## src/rtl/deser_pkg.sv

```systemverilog
// -----------------------------------------------------------------------------
// deser_pkg
// Shared types and width helpers for the deserialiser / frame aligner.
//   deser_state_t : alignment FSM state encoding
//   slip_cnt_w()  : width of a counter able to hold 0..data_width
//   run_cnt_w()   : width of a run counter able to hold 0..max_count
//   ERR_COUNT_W   : width of the optional locked-error statistics counter
// -----------------------------------------------------------------------------
package deser_pkg;

    typedef enum logic [2:0] {
        ST_IDLE   = 3'd0,
        ST_SETTLE = 3'd1,
        ST_CHECK  = 3'd2,
        ST_LOCKED = 3'd3,
        ST_FAIL   = 3'd4
    } deser_state_t;

    localparam int ERR_COUNT_W = 16;

    // One bit more than $clog2 so the per-attempt slip tally can reach
    // data_width itself (the "all rotations tried" condition).
    function automatic int slip_cnt_w(input int data_width);
        return $clog2(data_width) + 1;
    endfunction

    function automatic int run_cnt_w(input int max_count);
        return (max_count < 2) ? 1 : $clog2(max_count + 1);
    endfunction

endpackage

```

## src/rtl/deser_lane.sv

```systemverilog
// -----------------------------------------------------------------------------
// deser_lane
// One serial lane: shift register plus word register. Counting and slipping
// are done centrally so every lane sees identical strobes and word boundaries.
// Ports:
//   clk       : clock
//   rst_n     : synchronous active-low reset
//   shift_en  : capture bit_in this cycle
//   word_en   : bit_in is the last bit of a word; load the word register
//   bit_in    : serial bit for this lane
//   word      : last completed word, first received bit in bit 0
// -----------------------------------------------------------------------------
module deser_lane #(
    parameter int DATA_WIDTH = 8
) (
    input  logic                  clk,
    input  logic                  rst_n,
    input  logic                  shift_en,
    input  logic                  word_en,
    input  logic                  bit_in,
    output logic [DATA_WIDTH-1:0] word
);

    // Only DATA_WIDTH-1 bits are stored; the last bit goes straight into the
    // word register, so the word is complete on the same edge.
    logic [DATA_WIDTH-2:0] shift_q;

    always_ff @(posedge clk) begin
        if (!rst_n) begin
            shift_q <= '0;
            word    <= '0;
        end else begin
            if (shift_en) begin
                shift_q <= {bit_in, shift_q[DATA_WIDTH-2:1]};
            end
            if (word_en) begin
                word <= {bit_in, shift_q};
            end
        end
    end

endmodule

```

## src/rtl/deser_frame_align.sv

```systemverilog
// -----------------------------------------------------------------------------
// deser_frame_align
// Multi-lane deserialiser with frame-lane word alignment. All lanes and the
// frame lane share one bit counter; a slip discards the next valid bit on all
// lanes, moving the word boundary one bit later. The FSM slips until the frame
// lane shows FRAME_PATTERN for MATCH_WORDS consecutive words.
//
// Optional build macro: DESER_STATS_EN adds err_count, a saturating count of
// mismatched frame words seen while locked (cleared by reset / align_start).
//
// Ports:
//   clk         : clock
//   rst_n       : synchronous active-low reset
//   din         : one serial bit per data lane
//   frame_in    : frame-lane serial bit
//   bit_valid   : qualifies din / frame_in
//   align_start : pulse, starts (or restarts) automatic alignment
//   bitslip     : pulse, manual slip (honoured in IDLE only)
//   dout        : lane k word at [k*DATA_WIDTH +: DATA_WIDTH]
//   dout_valid  : one-cycle pulse per completed word
//   aligned     : frame lane locked
//   align_fail  : every rotation tried without lock
//   slip_count  : slips applied, wraps after DATA_WIDTH-1
//   err_count   : (DESER_STATS_EN only) locked frame mismatches
//
// state  | meaning
// -------+---------------------------------------------------------------
// IDLE   | after reset; manual bitslip accepted
// SETTLE | discarding SETTLE_WORDS words after a slip / attempt start
// CHECK  | counting consecutive frame-pattern matches
// LOCKED | aligned; counting consecutive mismatches toward loss of lock
// FAIL   | all DATA_WIDTH slips tried; wait for align_start
// -----------------------------------------------------------------------------
module deser_frame_align
    import deser_pkg::*;
#(
    parameter int                    LANES         = 4,
    parameter int                    DATA_WIDTH    = 8,
    parameter logic [DATA_WIDTH-1:0] FRAME_PATTERN = 8'hF0,
    parameter int                    MATCH_WORDS   = 4,
    parameter int                    LOSS_WORDS    = 4,
    parameter int                    SETTLE_WORDS  = 2
) (
    input  logic                                clk,
    input  logic                                rst_n,
    input  logic [LANES-1:0]                    din,
    input  logic                                frame_in,
    input  logic                                bit_valid,
    input  logic                                align_start,
    input  logic                                bitslip,
    output logic [LANES*DATA_WIDTH-1:0]         dout,
    output logic                                dout_valid,
    output logic                                aligned,
    output logic                                align_fail,
    output logic [slip_cnt_w(DATA_WIDTH)-1:0]   slip_count
`ifdef DESER_STATS_EN
    ,
    output logic [ERR_COUNT_W-1:0]              err_count
`endif
);

    localparam int BCW  = $clog2(DATA_WIDTH);
    localparam int SCW  = slip_cnt_w(DATA_WIDTH);
    localparam int SETW = run_cnt_w(SETTLE_WORDS);
    localparam int MW   = run_cnt_w(MATCH_WORDS);
    localparam int LW   = run_cnt_w(LOSS_WORDS);

    localparam logic [BCW-1:0]  BIT_LAST    = BCW'(DATA_WIDTH - 1);
    localparam logic [SCW-1:0]  SLIP_LAST   = SCW'(DATA_WIDTH - 1);
    localparam logic [SCW-1:0]  SLIP_MAX    = SCW'(DATA_WIDTH);
    localparam logic [SETW-1:0] SETTLE_LAST = SETW'(SETTLE_WORDS - 1);
    localparam logic [MW-1:0]   MATCH_LAST  = MW'(MATCH_WORDS - 1);
    localparam logic [LW-1:0]   LOSS_LAST   = LW'(LOSS_WORDS - 1);

    // ---------------------------------------------------------------- datapath
    logic [BCW-1:0]        bit_cnt_q;
    logic                  slip_pend_q;
    logic                  slip_pend_d;
    logic                  shift_en;
    logic                  word_en;
    logic [DATA_WIDTH-1:0] frame_word;
    logic                  frame_ok;

    // A pending slip swallows the next valid bit: nothing shifts and the
    // counter holds, so the boundary moves one bit later.
    assign shift_en = bit_valid && !slip_pend_q;
    assign word_en  = shift_en && (bit_cnt_q == BIT_LAST);

    always_ff @(posedge clk) begin
        if (!rst_n) begin
            bit_cnt_q  <= '0;
            dout_valid <= 1'b0;
        end else begin
            dout_valid <= word_en;
            if (shift_en) begin
                bit_cnt_q <= (bit_cnt_q == BIT_LAST) ? '0 : bit_cnt_q + BCW'(1);
            end
        end
    end

    for (genvar k = 0; k < LANES; k++) begin : g_lane
        deser_lane #(.DATA_WIDTH(DATA_WIDTH)) u_lane (
            .clk      (clk),
            .rst_n    (rst_n),
            .shift_en (shift_en),
            .word_en  (word_en),
            .bit_in   (din[k]),
            .word     (dout[k*DATA_WIDTH +: DATA_WIDTH])
        );
    end

    deser_lane #(.DATA_WIDTH(DATA_WIDTH)) u_frame_lane (
        .clk      (clk),
        .rst_n    (rst_n),
        .shift_en (shift_en),
        .word_en  (word_en),
        .bit_in   (frame_in),
        .word     (frame_word)
    );

    // frame_word is valid in the same cycle dout_valid pulses.
    assign frame_ok = (frame_word == FRAME_PATTERN);

    // --------------------------------------------------------------------- FSM
    deser_state_t    state_q,      state_d;
    logic [SETW-1:0] settle_q,     settle_d;
    logic [MW-1:0]   match_q,      match_d;
    logic [LW-1:0]   loss_q,       loss_d;
    logic [SCW-1:0]  attempt_q,    attempt_d;
    logic [SCW-1:0]  slip_count_q, slip_count_d;
    logic            slip_req;

    always_ff @(posedge clk) begin
        if (!rst_n) begin
            state_q      <= ST_IDLE;
            settle_q     <= '0;
            match_q      <= '0;
            loss_q       <= '0;
            attempt_q    <= '0;
            slip_count_q <= '0;
            slip_pend_q  <= 1'b0;
        end else begin
            state_q      <= state_d;
            settle_q     <= settle_d;
            match_q      <= match_d;
            loss_q       <= loss_d;
            attempt_q    <= attempt_d;
            slip_count_q <= slip_count_d;
            slip_pend_q  <= slip_pend_d;
        end
    end

    always_comb begin
        state_d      = state_q;
        settle_d     = settle_q;
        match_d      = match_q;
        loss_d       = loss_q;
        attempt_d    = attempt_q;
        slip_count_d = slip_count_q;
        slip_req     = 1'b0;

        case (state_q)
            ST_IDLE: begin
                if (bitslip) begin
                    slip_req = 1'b1;
                end
            end
            ST_SETTLE: begin
                if (dout_valid) begin
                    if (settle_q == SETTLE_LAST) begin
                        settle_d = '0;
                        state_d  = ST_CHECK;
                    end else begin
                        settle_d = settle_q + SETW'(1);
                    end
                end
            end
            ST_CHECK: begin
                if (dout_valid) begin
                    if (frame_ok) begin
                        if (match_q == MATCH_LAST) begin
                            match_d = '0;
                            state_d = ST_LOCKED;
                        end else begin
                            match_d = match_q + MW'(1);
                        end
                    end else begin
                        match_d = '0;
                        if (attempt_q == SLIP_MAX) begin
                            state_d = ST_FAIL;
                        end else begin
                            slip_req  = 1'b1;
                            attempt_d = attempt_q + SCW'(1);
                            state_d   = ST_SETTLE;
                        end
                    end
                end
            end
            ST_LOCKED: begin
                if (dout_valid) begin
                    if (frame_ok) begin
                        loss_d = '0;
                    end else if (loss_q == LOSS_LAST) begin
                        // New attempt from the current boundary, no slip yet.
                        loss_d    = '0;
                        attempt_d = '0;
                        state_d   = ST_SETTLE;
                    end else begin
                        loss_d = loss_q + LW'(1);
                    end
                end
            end
            ST_FAIL: begin
            end
            default: begin
                state_d = ST_IDLE;
            end
        endcase

        // align_start overrides everything, including a same-cycle bitslip.
        if (align_start) begin
            state_d   = ST_SETTLE;
            settle_d  = '0;
            match_d   = '0;
            loss_d    = '0;
            attempt_d = '0;
            slip_req  = 1'b0;
        end

        if (align_start) begin
            slip_count_d = '0;
        end else if (slip_req) begin
            slip_count_d = (slip_count_q == SLIP_LAST) ? '0 : slip_count_q + SCW'(1);
        end

        // A pending slip is consumed by the next valid bit; a restart drops it.
        slip_pend_d = slip_pend_q && !bit_valid;
        if (slip_req) begin
            slip_pend_d = 1'b1;
        end
        if (align_start) begin
            slip_pend_d = 1'b0;
        end
    end

    assign aligned    = (state_q == ST_LOCKED);
    assign align_fail = (state_q == ST_FAIL);
    assign slip_count = slip_count_q;

`ifdef DESER_STATS_EN
    always_ff @(posedge clk) begin
        if (!rst_n) begin
            err_count <= '0;
        end else if (align_start) begin
            err_count <= '0;
        end else if ((state_q == ST_LOCKED) && dout_valid && !frame_ok &&
                     (err_count != {ERR_COUNT_W{1'b1}})) begin
            err_count <= err_count + ERR_COUNT_W'(1);
        end
    end
`endif

endmodule

```

## config.mk

```make
export PLATFORM = sky130hd
export DESIGN_NAME = deser_frame_align
export DESIGN_NICKNAME = d
export VERILOG_FILES = /design/src/rtl/deser_pkg.sv /design/src/rtl/deser_lane.sv /design/src/rtl/deser_frame_align.sv
export SDC_FILE = /design/constraint.sdc
export NUM_CORES = 1
export LEC_CHECK = 0
export CORE_MARGIN = 4
export CORE_UTILIZATION = 59
export DETAILED_ROUTE_END_ITERATION = 10
export PLACE_DENSITY_LB_ADDON = 0.08
export SYNTH_ARGS = -nofsm -noshare
export SYNTH_HDL_FRONTEND = slang
export SYNTH_SLANG_ARGS = --single-unit
```

## constraint.sdc

```tcl
create_clock -name clk -period 3.76 [get_ports clk]
set_input_delay 0.94 -clock clk [delete_from_list [all_inputs] [get_ports clk]]
set_output_delay 0.94 -clock clk [all_outputs]
set_load 0.005 [all_outputs]
```

==> metrics.md <==
| Metric | Value |
|---|---|
| Status | completed |
| Largest net degree at the start of global routing | 77 |
| Metal3 WL | 266 um |
| Power share of the clock group | 0.374 |
| Yosys warns | 0 |
| Die width | just over 90 um |
| Layout cell share with drive strength beyond 1 | 0.0638 |
| Main synth FF type | dfxtp_1 |
| First-pass GRT wire length | around 14000 um |
| Clock tree root driver cell | clkbuf_8 |
| Most common cell in the synthesized netlist | nand2_1 |
| Via Count | 3225 |
| DR vias/cell | between 5 and 6 |
| Leading area contributor after synthesis | dfxtp_1 |
| RR Endpoint | attempt_q[3] |
| Skew final | 9.97 ps |
| Post-synthesis compound-gate area fraction | 0.204 |
| Reg2Reg Depth | 6 |
| Register area share after synthesis | 0.485 |
| Slew @ Worst Pin | 610 ps |
| Die height | 91.2 um |
| Core outline area | about 0.0068 mm^2 |
| Area share of the largest cell type after synthesis | 0.485 |
| CTS resizes | 0 |
| Wl on met1 | approximately 4000 um |
| PwrDens | ~380 mW/mm^2 |
| Worst-Skew Late Latency | approximately 350 ps |
| Crit path kind | flop to primary output |
| Final setup viols | 0 |
| Syn Area/Cell | 8.54 um^2 |
| Fin util | 0.706 |
| Number of global-route vias before repair | 3108 |
| Hold path cells | 2 |
| Netlist cell types | 52 |
| Comb power frac | 0.042 |
| PortBufs | 48 |
| Placed Area | 0.00458 mm^2 |
| Maximum clock frequency | 373 MHz |
| GRT Overall Usage | 0.204 |
| Worst min path class | flop to flop |
| Row cnt | 30 |
| Initial Util | 0.604 |
| Setup crit start kind | flop |
| Final Critical Period | 2680 ps |
| Syn_nets | 495 |
| DR top layer | met4 |
| Int Pwr | 1.40 mW |
| XOR/XNOR Fraction of Synth Area | 0.00215 |
| Switching share of total power | 0.231 |
| Synth Area in Simple Gates | 0.238 |
| DRC Markers | 0 |
| Initial antenna violation count | 0 |
| Reg power frac | 0.584 |
| Area contributors post-synth | dfxtp_1 (49%), nand2_1 (15%), a21boi_0 (14%), ha_1 (2.1%), clkbuf_1 (1.8%) |
| Tcrit/Tclk final | 0.712 |
| CTS H-tree depth | 3 |
| Final layout net count | ~530 |
| Metal2 WL | 3750 um |
| Synth cell count leaders | nand2_1 (168), dfxtp_1 (99), a21boi_0 (77) |
| Main combinational cell family by area after synthesis | simple AND/OR/NAND/NOR gates |
| Critical Path Fanout Max | 10 |
| CTS tree | built |
| Hold buffers post-CTS | 0 |
| Static Leakage | 1.64 nW |
| NetSw | 0.422 mW |
| CP Capture Type | primary output |
| TritonRoute pass-1 iters | 4 |
| Final hold vios | 0 |
| Critical path launch point | state_q[0] |
| 1st-iter DRT viols | 149 |
| Worst R2R Setup Slack | 1830 ps |
| RSZ-0062 raised after global routing | no |
| Slew margin rel. | 0.592 |
| Post-Synthesis Cell Area | 0.00408 mm^2 |
| GRT Residual Overflow | 0 |
| Required time of the worst setup path | about 2800 ps |
| Max rail drop VDD | roughly 0.00023 V |
| Asr flop ratio synth | 0 |
| Design area | 0.00477 mm^2 |
| Mapped Cells | 478 |
| Launch point of the worst hold path | settle_q[1] |
| CTS Buf Count | 9 |
| Final Slew Violations | 0 |
| EDFF count, synth | 0 |
| I/O pins | 49 |
| Reg clk slew, reported paths | 100 ps |
| Worst Hold End | settle_q[1] |
| Critical Path AT | 1740 ps |
| Reg-to-Reg Start | attempt_q[0] |
| DPL Wire Length | 5420 um |
| Drt total wl | 8110 um |
| Post-CTS Setup Inserts | 0 |
| Ant diodes | 0 |
| Max-Cap Viols | 0 |
| Max Buffers Root-to-Sink | 2 |
| Clock Sinks | 99 |
| WL per Instance | 13.6 um |
| Synthesized flop and latch total | 99 |
| Mux cell area share after synthesis | 0.00736 |
| Setup tns final | 0 ps |
| Die area | 0.00831 mm^2 |
| Remaining antenna violation count | 0 |
| P&R area growth vs syn | 16.9% |
| Adder-Cell Fraction of Synth Area | 0.0215 |
| GP Congestion | 0.809 |
[placed cells by master, fill, tap and decap left out, types with 3 or more instances in the layout]
cell	n
a21boi_0	77
a21oi_1	12
and3_1	3
buf_4	7
clkbuf_8	9
clkdlybuf4s50_1	47
dfxtp_1	99
ha_1	7
inv_1	9
inv_6	3
mux2i_1	3
nand2_1	168
nand2b_1	5
nand3_1	4
nand3b_1	3
nand4_1	3
nor2_1	7
nor2b_1	6
o21ai_0	3
[metal layers]
metal,global-route usage,vias to the layer above
met5,0,-
met3,0.0381,8
met2,0.336,59
met1,0.261,1494
li1,-,1664
met4,0.0879,0
[how the worst max path moves through the flow]
stage	end	slack, ps	depth (start not counted)
after floorplan	attempt_q[0]	1870	5
after global placement	g_lane[3].u_lane.word[1]	1030	6
after detailed placement	g_lane[3].u_lane.word[1]	950	6
after CTS	aligned	1070	4
after global routing	aligned	980	4
final	aligned	1080	4
[through the flow]
step / instances / hold slack [ps] / power (mW) / setup slack [ps]
final: 597 / 454 / 1.83 / 1080
after global routing: 597 / 478 / 1.90 / 982
after CTS: 597 / 463 / 1.84 / 1070
after detailed placement: 581 / 449 / 1.17 / 951
after global placement: 581 / 434 / 1.17 / 1030
after floorplan: 478 / 420 / 1.14 / 1870
[power by group through the flow]
| stage | clock network [mW] | registers [mW] | logic, mW |
|---|---|---|---|
| floorplan | 0 | 1.09 | 0.0561 |
| global placement | 0 | 1.09 | 0.0765 |
| detailed placement | 0 | 1.09 | 0.0772 |
| CTS | 0.701 | 1.07 | 0.0774 |
| global route | 0.747 | 1.07 | 0.0854 |
| finish | 0.683 | 1.07 | 0.0770 |
[registers in the layout, summed over array words and instances, names as in the netlist]
signal	cells
bit_cnt_q	3
u_frame_lane.word	8
settle_q	2
g_lane.u_lane.shift_q	28
match_q	3
u_frame_lane.shift_q	7
dout_valid	1
loss_q	3
state_q	3
slip_count	4
slip_pend_q	1
g_lane.u_lane.word	32
attempt_q	4
[final cells by class]
class                   count  area (um^2)
multi-input cells         338         1930
fillers                   561         1980
flip-flops and latches     99         1980
well taps                  80          100
inverters                   9         33.8
clock buffers               9          124
repair buffers             55          528
clock inverters             7         73.8
[worst max-delay path, cell delays in order, from the launching register on]
cell	delay, ps
dfxtp_1	510
nor2b_1	200
nand2_1	110
inv_1	80
clkdlybuf4s50_1	490
[cell families after synthesis]
family                     Yosys count
DFF                                 99
AOI/OAI and AO/OA                  112
xor gates and xnor gates             1
buffers and inverters               41
and+or+nand+nor                    215
muxes                                3
adders and majority gates            7
(Power assumes the default switching activity.)
